===== config.mk =====
export PLATFORM = sky130hd
export DESIGN_NAME = dvp_pixel_packer
export DESIGN_NICKNAME = d
export VERILOG_FILES = /design/src/rtl/dvp_pkg.sv /design/src/rtl/dvp_byte_pairer.sv /design/src/rtl/dvp_pixel_packer.sv
export SDC_FILE = /design/constraint.sdc
export NUM_CORES = 1
export LEC_CHECK = 0
export ABC_AREA = 1
export CORE_ASPECT_RATIO = 0.75
export CORE_MARGIN = 2
export CORE_UTILIZATION = 50
export CTS_BUF_LIST = sky130_fd_sc_hd__clkbuf_4 sky130_fd_sc_hd__clkbuf_8 sky130_fd_sc_hd__clkbuf_16
export DETAILED_ROUTE_END_ITERATION = 8
export HOLD_SLACK_MARGIN = 0.08
export PLACE_DENSITY = 0.72
export SETUP_SLACK_MARGIN = 0.15
export SYNTH_ARGS = -nofsm -noshare
export SYNTH_HDL_FRONTEND = slang
export SYNTH_SLANG_ARGS = --single-unit

===== constraint.sdc =====
create_clock -name clk_i -period 13.46 [get_ports clk_i]
set_clock_uncertainty 0.05 [all_clocks]
set_input_delay 2.692 -clock clk_i [delete_from_list [all_inputs] [get_ports clk_i]]
set_output_delay 2.692 -clock clk_i [all_outputs]
set_load 0.1 [all_outputs]

===== src/rtl/dvp_pkg.sv =====
// Shared types and constants for the DVP pixel packer: FSM state and the
// RGB565 colour-bar palette used by the optional test pattern.
package dvp_pkg;

    typedef enum logic [1:0] {
        IDLE,
        SKIP,
        CAPTURE
    } state_t;

    localparam int PIX_W = 16;

    // Bars left to right: white, yellow, cyan, green, magenta, red, blue, black
    localparam logic [PIX_W-1:0] BAR_RGB565 [8] = '{
        16'hFFFF, 16'hFFE0, 16'h07FF, 16'h07E0,
        16'hF81F, 16'hF800, 16'h001F, 16'h0000
    };

endpackage


===== src/rtl/dvp_byte_pairer.sv =====
// Pairs consecutive DVP bytes (high byte first) into one pixel word.
// flush drops any stored half pixel and suppresses the strobe.
module dvp_byte_pairer #(
    parameter int DATA_WIDTH = 8
) (
    input  logic                    clk,
    input  logic                    rst,
    input  logic                    href,
    input  logic                    flush,
    input  logic [DATA_WIDTH-1:0]   data,
    output logic                    pix_stb,
    output logic [2*DATA_WIDTH-1:0] pix_word,
    output logic                    odd
);

    logic                  phase;
    logic [DATA_WIDTH-1:0] hi;

    always_ff @(posedge clk or posedge rst) begin
        if (rst) begin
            phase <= 1'b0;
            hi    <= '0;
        end else if (flush || !href) begin
            phase <= 1'b0;
        end else begin
            if (!phase)
                hi <= data;
            phase <= ~phase;
        end
    end

    assign pix_stb  = href && phase && !flush;
    assign pix_word = {hi, data};
    assign odd      = phase;

endmodule


===== src/rtl/dvp_pixel_packer.sv =====
// OV5640 DVP front end: skips warm-up frames, packs byte pairs into pixel
// words, clips to the latched resolution and flags line/frame geometry errors.
// Define DVP_PIXEL_PACKER_TEST_PATTERN_EN to replace camera data with colour bars.
module dvp_pixel_packer
    import dvp_pkg::*;
#(
    parameter int DATA_WIDTH  = 8,
    parameter int SKIP_FRAMES = 2,
    parameter int CNT_WIDTH   = 16
) (
    input  logic                    clk_i,
    input  logic                    reset_i,
    input  logic                    capture_en_i,
    input  logic [DATA_WIDTH-1:0]   cam_half_pixel_i,
    input  logic                    cam_href,
    input  logic                    cam_vsync,
    input  logic [15:0]             resolution_width_i,
    input  logic [15:0]             resolution_depth_i,
    output logic                    wr_pixel_o,
    output logic [2*DATA_WIDTH-1:0] pixel_data_o,
    output logic                    frame_start_o,
    output logic                    frame_done_o,
    output logic                    line_err_o,
    output logic                    frame_err_o,
    output logic [CNT_WIDTH-1:0]    frame_cnt_o
);

    logic [DATA_WIDTH-1:0]   d_r;
    logic                    href_r, href_q, vsync_r, vsync_q;
    logic                    vs_rise, href_fall, mid_abort, aborted;
    logic                    pix_stb, odd, begin_frame, skip_last;
    logic [2*DATA_WIDTH-1:0] pair_word, pix_word;
    logic [CNT_WIDTH-1:0]    pix_cnt, line_cnt, width_l, depth_l, skip_cnt;
    state_t                  state;

    always_ff @(posedge clk_i or posedge reset_i) begin
        if (reset_i) begin
            d_r     <= '0;
            href_r  <= 1'b0;
            href_q  <= 1'b0;
            vsync_r <= 1'b0;
            vsync_q <= 1'b0;
        end else begin
            d_r     <= cam_half_pixel_i;
            href_r  <= cam_href;
            href_q  <= href_r;
            vsync_r <= cam_vsync;
            vsync_q <= vsync_r;
        end
    end

    assign vs_rise   = vsync_r && !vsync_q;
    assign href_fall = href_q && !href_r;
    assign mid_abort = vs_rise && href_r;
    assign skip_last = (skip_cnt == CNT_WIDTH'(SKIP_FRAMES - 1));

    // Bytes of a line cut short by vsync are discarded until href drops
    dvp_byte_pairer #(.DATA_WIDTH(DATA_WIDTH)) u_pairer (
        .clk      (clk_i),
        .rst      (reset_i),
        .href     (href_r),
        .flush    (mid_abort || aborted),
        .data     (d_r),
        .pix_stb  (pix_stb),
        .pix_word (pair_word),
        .odd      (odd)
    );

`ifdef DVP_PIXEL_PACKER_TEST_PATTERN_EN
    logic [2:0]           bar_idx;
    logic [CNT_WIDTH+2:0] pix_x8;

    // bar = pixel*8/width, computed as a count of threshold crossings
    always_comb begin
        pix_x8  = {pix_cnt, 3'b000};
        bar_idx = '0;
        for (int k = 1; k < 8; k++)
            if (pix_x8 >= (CNT_WIDTH+3)'(k) * {3'b000, width_l})
                bar_idx = 3'(k);
    end
    assign pix_word = (2*DATA_WIDTH)'(BAR_RGB565[bar_idx]);
`else
    assign pix_word = pair_word;
`endif

    always_comb begin
        begin_frame = 1'b0;
        if (vs_rise && capture_en_i) begin
            case (state)
                IDLE:    begin_frame = (SKIP_FRAMES == 0);
                SKIP:    begin_frame = skip_last;
                default: begin_frame = 1'b1;
            endcase
        end
    end

    always_ff @(posedge clk_i or posedge reset_i) begin
        if (reset_i) begin
            state         <= IDLE;
            skip_cnt      <= '0;
            width_l       <= '0;
            depth_l       <= '0;
            pix_cnt       <= '0;
            line_cnt      <= '0;
            aborted       <= 1'b0;
            wr_pixel_o    <= 1'b0;
            pixel_data_o  <= '0;
            frame_start_o <= 1'b0;
            frame_done_o  <= 1'b0;
            line_err_o    <= 1'b0;
            frame_err_o   <= 1'b0;
            frame_cnt_o   <= '0;
        end else begin
            wr_pixel_o    <= 1'b0;
            frame_start_o <= 1'b0;
            frame_done_o  <= 1'b0;

            if (mid_abort)
                aborted <= 1'b1;
            else if (href_fall)
                aborted <= 1'b0;

            case (state)
                IDLE: begin
                    if (vs_rise && capture_en_i) begin
                        skip_cnt <= '0;
                        state    <= (SKIP_FRAMES == 0) ? CAPTURE : SKIP;
                    end
                end
                SKIP: begin
                    if (vs_rise) begin
                        skip_cnt <= skip_cnt + 1'b1;
                        if (!capture_en_i)
                            state <= IDLE;
                        else if (skip_last)
                            state <= CAPTURE;
                    end
                end
                CAPTURE: begin
                    if (vs_rise) begin
                        frame_done_o <= 1'b1;
                        frame_cnt_o  <= frame_cnt_o + 1'b1;
                        frame_err_o  <= (line_cnt != depth_l) || href_r;
                        if (!capture_en_i)
                            state <= IDLE;
                    end else begin
                        if (pix_stb) begin
                            if (pix_cnt < width_l && line_cnt < depth_l) begin
                                wr_pixel_o   <= 1'b1;
                                pixel_data_o <= pix_word;
                            end
                            if (pix_cnt != '1)
                                pix_cnt <= pix_cnt + 1'b1;
                        end
                        if (href_fall) begin
                            if (!aborted) begin
                                if (line_cnt != '1)
                                    line_cnt <= line_cnt + 1'b1;
                                if (odd || pix_cnt != width_l)
                                    line_err_o <= 1'b1;
                            end
                            pix_cnt <= '0;
                        end
                    end
                end
                default: state <= IDLE;
            endcase

            if (begin_frame) begin
                frame_start_o <= 1'b1;
                width_l       <= CNT_WIDTH'(resolution_width_i);
                depth_l       <= CNT_WIDTH'(resolution_depth_i);
                line_err_o    <= 1'b0;
                line_cnt      <= '0;
                pix_cnt       <= '0;
            end
        end
    end

endmodule


==> flow_summary.json <==
{
  "powerDensity_nw_per_um2": 165,
  "route.detailed.drc": 0,
  "setup_violations": 0,
  "final_cell_mix": "nand2_1 (275), dfrtp_1 (141), inv_1 (97), clkdlybuf4s50_1 (81), nor2_1 (80)",
  "diodes": 0,
  "root_buffer": "clkbuf_16",
  "antenna_found_initial": 0,
  "synth_top_family_by_area": "simple AND/OR/NAND/NOR gates",
  "period_minus_slack_ps": 4800,
  "cpMaxStageDelayCell": "clkdlybuf4s50_1",
  "min_period_over_period_pct": 35.6,
  "drt_wl_total_mm": 16.4,
  "synth_seq_area_share_pct": 47.3,
  "first_global_vias": 5729,
  "synth_xor_area_share_pct": 4.23,
  "critPathCaptureType": "output pin",
  "vdd_drop_max_mv": 0.0995,
  "synth_mux_area_share_pct": 1.21,
  "netlist_area_um2": 7460,
  "leakagePower_nw": 4.54,
  "num_vias": 6154,
  "htreeDepth": 4,
  "crit_arrival_ps": 2060,
  "async_flop_share_pct": 100,
  "max_cap_violations": 0,
  "yosysWarnings": 0,
  "portBuffers": 81,
  "synthCells": 912,
  "ys_types": 33,
  "slew_viol_final": 0,
  "cts_resized": 0,
  "place_inst": 1175,
  "num_rows": 38,
  "dpl.hpwl_mm": 11.3,
  "syn_nets": 994,
  "routed_via_density": 5.10,
  "cts_hold_buf": 0,
  "synth_compound_area_share_pct": 5.47,
  "fp.dieH_um": 110,
  "overflow": 0,
  "critPathTopFamily": "buffers and inverters",
  "drive_above_1_share_pct": 6.85,
  "drtIter0Drc": 627,
  "post_drt_wl_per_cell_um": 13.6,
  "ant_nets": 0,
  "first_pass_iters": 5,
  "start_util_pct": 51.4,
  "core_um2": 14500,
  "die_w_um": 145,
  "rr_worst_depth": 11,
  "rsz0062_at_grt": "no",
  "synth_seq_cells": 141,
  "crit_chain": "clkdlybuf4s50_1",
  "status": "complete, no violations",
  "grt_pass1_wl_mm": 28.1,
  "startpoint_type": "flop",
  "clock_latency_ps": 430,
  "synthAdderAreaFrac_pct": 6.21,
  "instances_no_fill": 1207,
  "ys.flop_type": "dfrtp_1",
  "fp.dieArea_um2": 15900,
  "clock_sink_count": 141,
  "gp_congestion": 0.888,
  "clock.fmax_ghz": 0.208,
  "final.fill_count": 1265,
  "tightest_slew_ps": 1060,
  "synthSimpleGateAreaFrac_pct": 28.8,
  "hold_violations": 0,
  "cts_made_buffers": 17,
  "multi_input_area_um2": 3430,
  "cp_max_fo": 6,
  "slew_headroom_pct": 29.1,
  "cts_tree": "yes",
  "syn_to_final_growth_pct": 20.9,
  "cts_buffer_depth": 2,
  "syn_avg_cell_area_um2": 8.18,
  "path_buf_inv": 1,
  "path_depth": 1,
  "tns_ps": 0,
  "num-nets-final": 1076,
  "slowest_delay_ps": 1170,
  "grt_use_total_pct": 22.3,
  "cts_setup_buffers": 0,
  "io_pins": 82,
  "seqCellArea_um2": 3530,
  "synth-edff-count": 0,
  "worstSetupPathType": "reg2out",
  "hold_class": "reg2reg",
  "grt_max_degree": 78,
  "cts.clk_slew.worst_paths_ps": 70,
  "required_ps": 10720,
  "min_path_cells": 0,
  "final_common_cell": "nand2_1"
}
-- registers in the layout, summed over array words and instances, names as in the netlist --
| name | cells |
|---|---|
| href_q | 1 |
| vsync_r | 1 |
| frame_err_o | 1 |
| wr_pixel_o | 1 |
| skip_cnt | 16 |
| line_err_o | 1 |
| href_r | 1 |
| width_l | 16 |
| u_pairer.odd | 1 |
| frame_start_o | 1 |
| pix_cnt | 16 |
| vsync_q | 1 |
| depth_l | 16 |
| u_pairer.hi | 8 |
| aborted | 1 |
| state | 2 |
| line_cnt | 16 |
| d_r | 8 |
| frame_cnt_o | 16 |
| frame_done_o | 1 |
| pixel_data_o | 16 |
-- power breakdown --
group / switching, mW / internal (mW)
clock: 0.217 / 0.251
combinational: 0.308 / 0.140
sequential: 0.0634 / 0.511
total: 0.589 / 0.901
-- logic make-up (layout without fill, tap and decap cells) --
| logic type | Yosys count | in the layout |
|---|---|---|
| compound gates | 73 | 73 |
| fa+ha+maj | 37 | 37 |
| xor+xnor | 36 | 36 |
| simple gates | 494 | 494 |
| flops | 141 | 141 |
| buf+inv | 123 | 218 |
| mux | 8 | 8 |
-- synth_stat cells (5+ instances only) --
| library cell | n | area [um^2] |
|---|---|---|
| o21ai_0 | 45 | 225 |
| dfrtp_1 | 141 | 3530 |
| nand2_1 | 275 | 1030 |
| nor3_1 | 12 | 60.1 |
| nand3_1 | 63 | 315 |
| inv_1 | 98 | 368 |
| inv_2 | 5 | 18.8 |
| xor2_1 | 20 | 175 |
| buf_2 | 10 | 50.1 |
| xnor2_1 | 16 | 140 |
| nor2_1 | 80 | 300 |
| nand2_2 | 7 | 43.8 |
| mux2_2 | 8 | 90.1 |
| nand4_1 | 41 | 257 |
| ha_1 | 37 | 463 |
| a21oi_1 | 16 | 80.1 |
-- metrics by stage --
stage	hold slack [ps]	total power, mW	setup WS [ps]	util, %	cell area [um^2]
finish	360	1.49	8660	62.2	9020
global route	369	1.58	8490	62.2	9020
CTS	365	1.50	8640	62.2	9020
detailed placement	340	1.03	8320	58.1	8420
global placement	341	1.02	8380	58.1	8420
floorplan	322	0.906	6940	-	7460
-- path summary, 6_finish.rpt --
path | startpoint | end | slack (ps)
worst max-delay path | frame_cnt_o[5] | frame_cnt_o[5] | 8660
worst min-delay path | vsync_r | vsync_q | 360
worst max register to register | vsync_q | line_cnt[2] | 10830
worst min register to register | vsync_r | vsync_q | 360
max in group asynchronous | reset_i | width_l[6] | 9360
min in group asynchronous | reset_i | frame_cnt_o[14] | 2700
-- per-layer routing --
metal	vias up	routed length [um]	global-route usage, %	share of wire (%)
met2	142	6650	31.4	41
met5	-	0	0	0
met3	11	951	5.89	5.8
li1	3118	-	-	-
met1	2883	8690	33.9	53
met4	0	114	5.59	0.70
-- final cells by class --
cell class	instances	area share, %
Sequential cell	141	39.1
Clock inverter	15	1.89
Inverter	103	4.34
Timing Repair Buffer	83	9.16
Tap cell	200	2.77
Multi-Input combinational cell	648	38.0
Clock buffer	17	4.72
No activity file was read; power rests on OpenSTA's default activity.
==> edit 1 (same flow settings) <==
`CNT_WIDTH`: 16 -> 32.
--- a/src/rtl/dvp_pixel_packer.sv
+++ b/src/rtl/dvp_pixel_packer.sv
@@ -6,7 +6,7 @@
 #(
     parameter int DATA_WIDTH  = 8,
     parameter int SKIP_FRAMES = 2,
-    parameter int CNT_WIDTH   = 16
+    parameter int CNT_WIDTH   = 32
 ) (
     input  logic                    clk_i,
     input  logic                    reset_i,
Interface: changed (resized frame_cnt_o); port bits go from 82 to 98. The function was not compared with the original's and may differ.
==> edit 1 against the original RTL <==
- final area rose by 57%
- synthesized cell count grew 92%
- area after synthesis grew 65%
- sequential cell count increased by 64
- non-clock buffer count increased by 18
- wire length is 94% higher
- total power up 58%
- highest routed layer unchanged
- critical endpoint is now pix_cnt[25]$_DFFE_PP0P_
- critical path type is now in2reg
- global-route usage increased by 2.8 points
- setup slack worse by 0.29 ns
- largest cell class is now multi-input combinational cells
==> edit 1: results (changes against the original RTL) <==
| Metric | Value |
|---|---|
| Status | `completed (unchanged)` |
| Post-synthesis xor/xnor area fraction | `0.0378 (was 0.0423)` |
| Sw frac | `0.397 (was 0.395)` |
| Dominant cells by area after synthesis | `dfrtp_1 (42%), nand2_1 (16%), nor2_1 (8.3%), inv_1 (6.6%), nand3_1 (6.2%) (was dfrtp_1 (47%), nand2_1 (14%), ha_1 (6.2%), inv_1 (4.9%), nand3_1 (4.2%))` |
| Vias/cell | `5.17 (was 5.10)` |
| Worst path slowest cell | `nand2_2 (was clkdlybuf4s50_1)` |
| NonClk Buf Share | `0.0705 (was 0.0916)` |
| Vias | `11300 (was 6154)` |
| Post-synthesis sequential area ratio | `0.418 (was 0.473)` |
| Dpl cells | `2142 (was 1175)` |
| Worst hold path type | `reg2reg (unchanged)` |
| Final Util | `0.591 (was 0.622)` |
| Inserted Clock Buffers | `22 (was 17)` |
| Mapped Nets | `1836 (was 994)` |
| Mapped Avg Cell Area | `7.00 um^2 (was 8.18 um^2)` |
| Synth cell types | `38 (was 33)` |
| Clock-cell share | `0.0508 (was 0.0660)` |
| Maximum VDD drop | `0.114 mV (was 0.0995 mV)` |
| Leak | `6.85 nW (was 4.54 nW)` |
| Clock buffers | `29 (was 17)` |
| Layout Nets | `1917 (was 1076)` |
| Seq. pwr | `0.971 mW (was 0.574 mW)` |
| Post-Synth Adder-Cell Area | `0.0377 (was 0.0621)` |
| #MultiIn Comb | `1287 (was 648)` |
| Multi-input gate area | `6100 um^2 (was 3430 um^2)` |
| Hpwl dp | `22500 um (was 11300 um)` |
| Pre-CTS setup slack | `7.83 ns (was 8.32 ns)` |
| Power Density | `166 nW/um^2 (was 165 nW/um^2)` |
| Placed Area | `13500 um^2 (was 8420 um^2)` |
| Overall Global Routing Usage | `0.251 (was 0.223)` |
| Critical Path Fanout Max | `33 (was 6)` |
| Invs w/o clock | `218 (was 103)` |
| Worst-Skew Late Latency | `0.52 ns (was 0.43 ns)` |
| Delay-heaviest family, CP | `simple AND/OR/NAND/NOR gates (was buffers and inverters)` |
| DRT iter0 DRCs | `974 (was 627)` |
| Largest net degree at the start of global routing | `135 (was 78)` |
| Routed WL per cell | `14.6 um (was 13.6 um)` |
| Sequential share of cell area | `0.361 (was 0.391)` |
| Max_slew headroom | `0.263 (was 0.291)` |
| Commonest cells post-synth | `nand2_1 (537), nor2_1 (270), inv_1 (215) (was nand2_1 (275), dfrtp_1 (141), inv_1 (98))` |
| Finished Cell Area | `14200 um^2 (was 9020 um^2)` |
| WP data arrival | `5.48 ns (was 2.06 ns)` |
| Bufs w/o clock | `101 (was 83)` |
| H-tree levels | `1 (was 4)` |
| Fraction of layout cells with a size suffix above 1 | `0.0427 (was 0.0685)` |
| Placer Congestion | `0.958 (was 0.888)` |
| First-pass DRT Iterations | `6 (was 5)` |
| First-pass GRT wire length | `53300 um (was 28100 um)` |
| Mux cell area share after synthesis | `0 (was 0.0121)` |
edit 1: final timing paths:
path / start / end / slack (ns) / cells past startpoint
setup / recovery: capture_en_i / pix_cnt[25]$_DFFE_PP0P_ / 8.37 / 11
hold / removal: vsync_r$_DFF_PP0_ / vsync_q$_DFF_PP0_ / 0.38 / 0
setup reg to reg: pix_cnt[0]$_DFFE_PP0P_ / pix_cnt[25]$_DFFE_PP0P_ / 10.16 / 11
hold reg to reg: vsync_r$_DFF_PP0_ / vsync_q$_DFF_PP0_ / 0.38 / 0
max in group asynchronous: reset_i / skip_cnt[20]$_DFFE_PP0P_ / 9.13 / 3
min in group asynchronous: reset_i / d_r[5]$_DFF_PP0_ / 2.75 / 2
edit 1: layer usage:
metal  wire [um]  vias to the layer above  GRT usage
met5           0                        -          0
met4         567                        0     0.0522
met3        2180                       40     0.0408
met2       13200                      337      0.362
met1       15800                     5227      0.394
li1            -                     5671          -
==> edit 2 (same flow settings) <==
Made on the original files. Encoding of `state_t`: now one-hot (3 bits for 3 states).
--- a/src/rtl/dvp_pkg.sv
+++ b/src/rtl/dvp_pkg.sv
@@ -2,10 +2,10 @@
 // RGB565 colour-bar palette used by the optional test pattern.
 package dvp_pkg;
 
-    typedef enum logic [1:0] {
-        IDLE,
-        SKIP,
-        CAPTURE
+    typedef enum logic [2:0] {
+        IDLE    = 3'b001,
+        SKIP    = 3'b010,
+        CAPTURE = 3'b100
     } state_t;
 
     localparam int PIX_W = 16;
Function: no difference found for any inputs over 10 cycles, from zero or initial values and one cycle with reset_i high; not proved beyond that.
==> edit 2 against the original RTL <==
- final area up 2.8%
- wire length up 3.5%
- via count up 3.2%
- area after synthesis up 3.6%
- non-clock buffer count unchanged
- register-to-register slack about the same
- final cell count up 3.7%
- fmax up 0.32%
- setup slack better by 0.015 ns
- sequential cell count up 1
- total power up 21%
- critical endpoint is now frame_cnt_o[0]
- largest cell class is now multi-input combinational cells
- largest power group is now combinational logic
- highest routed layer unchanged
==> edit 2: results (changes against the original RTL) <==
| Metric | Value |
|---|---|
| Worst R2R End | `pix_cnt[9]$_DFFE_PP0P_ (was line_cnt[2]$_DFFE_PP0P_)` |
| Post-synthesis sequential area ratio | `0.460 (was 0.473)` |
| Post-synthesis instance total | `953 (was 912)` |
| Wire length on met2 | `7240 um (was 6650 um)` |
| Met2 Use GR | `0.320 (was 0.314)` |
| WP data arrival | `2.04 ns (was 2.06 ns)` |
| First-pass GRT wire length | `29100 um (was 28100 um)` |
| Clock-cell share | `0.0640 (was 0.0660)` |
| Hpwl dp | `11900 um (was 11300 um)` |
| Critical Path Sink | `frame_cnt_o[0] (was frame_cnt_o[5])` |
| Placed Area | `8680 um^2 (was 8420 um^2)` |
| Storage element area | `3550 um^2 (was 3530 um^2)` |
| Commonest cells post-synth | `nand2_1 (264), dfrtp_1 (141), inv_1 (100) (was nand2_1 (275), dfrtp_1 (141), inv_1 (98))` |
| Largest net degree at the start of global routing | `74 (was 78)` |
| Status | `completed (unchanged)` |
| Placer Congestion | `0.894 (was 0.888)` |
| #MultiIn Comb | `682 (was 648)` |
| Fraction of layout cells with a size suffix above 1 | `0.0879 (was 0.0685)` |
| Max_slew headroom | `0.246 (was 0.291)` |
| Critical R2R Launch | `skip_cnt[1]$_DFFE_PP0P_ (was vsync_q$_DFF_PP0_)` |
| Critical Path Fanout Max | `5 (was 6)` |
| Met3 usage | `0.0475 (was 0.0589)` |
| Vias in the first global route | `5949 (was 5729)` |
| Leak | `4.44 nW (was 4.54 nW)` |
| Vias | `6348 (was 6154)` |
| Invs w/o clock | `108 (was 103)` |
| Routed met3 length | `895 um (was 951 um)` |
| Final wirelength | `17000 um (was 16400 um)` |
| Synth cell types | `43 (was 33)` |
| Area of the core | `15200 um^2 (was 14500 um^2)` |
| Maximum VDD drop | `0.0959 mV (was 0.0995 mV)` |
| Routed length on met1 | `8720 um (was 8690 um)` |
| Layout Nets | `1116 (was 1076)` |
| Min Hold Slack | `0.383 ns (was 0.360 ns)` |
| Mapped Nets | `1035 (was 994)` |
| Area fraction of the dominant cell type after synthesis | `0.457 (was 0.473)` |
| Fraction of area in multi-input gates | `0.392 (was 0.380)` |
edit 2: changes by cell type after synthesis, sizes merged, moves of 3 or more:
| cell | unedited run | this run |
|---|---|---|
| xnor2 | 16 | 10 |
| nand4 | 41 | 35 |
| o21bai | 4 | 1 |
| nor3 | 14 | 19 |
| a21oi | 18 | 24 |
| nor2 | 84 | 88 |
| xor2 | 20 | 17 |
| o21ai | 45 | 53 |
| nand3 | 64 | 88 |
| inv | 103 | 108 |
edit 2: logic make-up (layout without fill, tap and decap cells):
kind of cell / count (synthesis) / in the layout / share of synthesized area
compound gates: 87 / 87 / 0.0596
xor+xnor: 27 / 27 / 0.0306
fa+ha+maj: 37 / 37 / 0.0599
buf+inv: 129 / 223 / 0.0700
flops: 142 / 142 / 0.460
mux: 9 / 9 / 0.0130
simple gates: 522 / 522 / 0.307
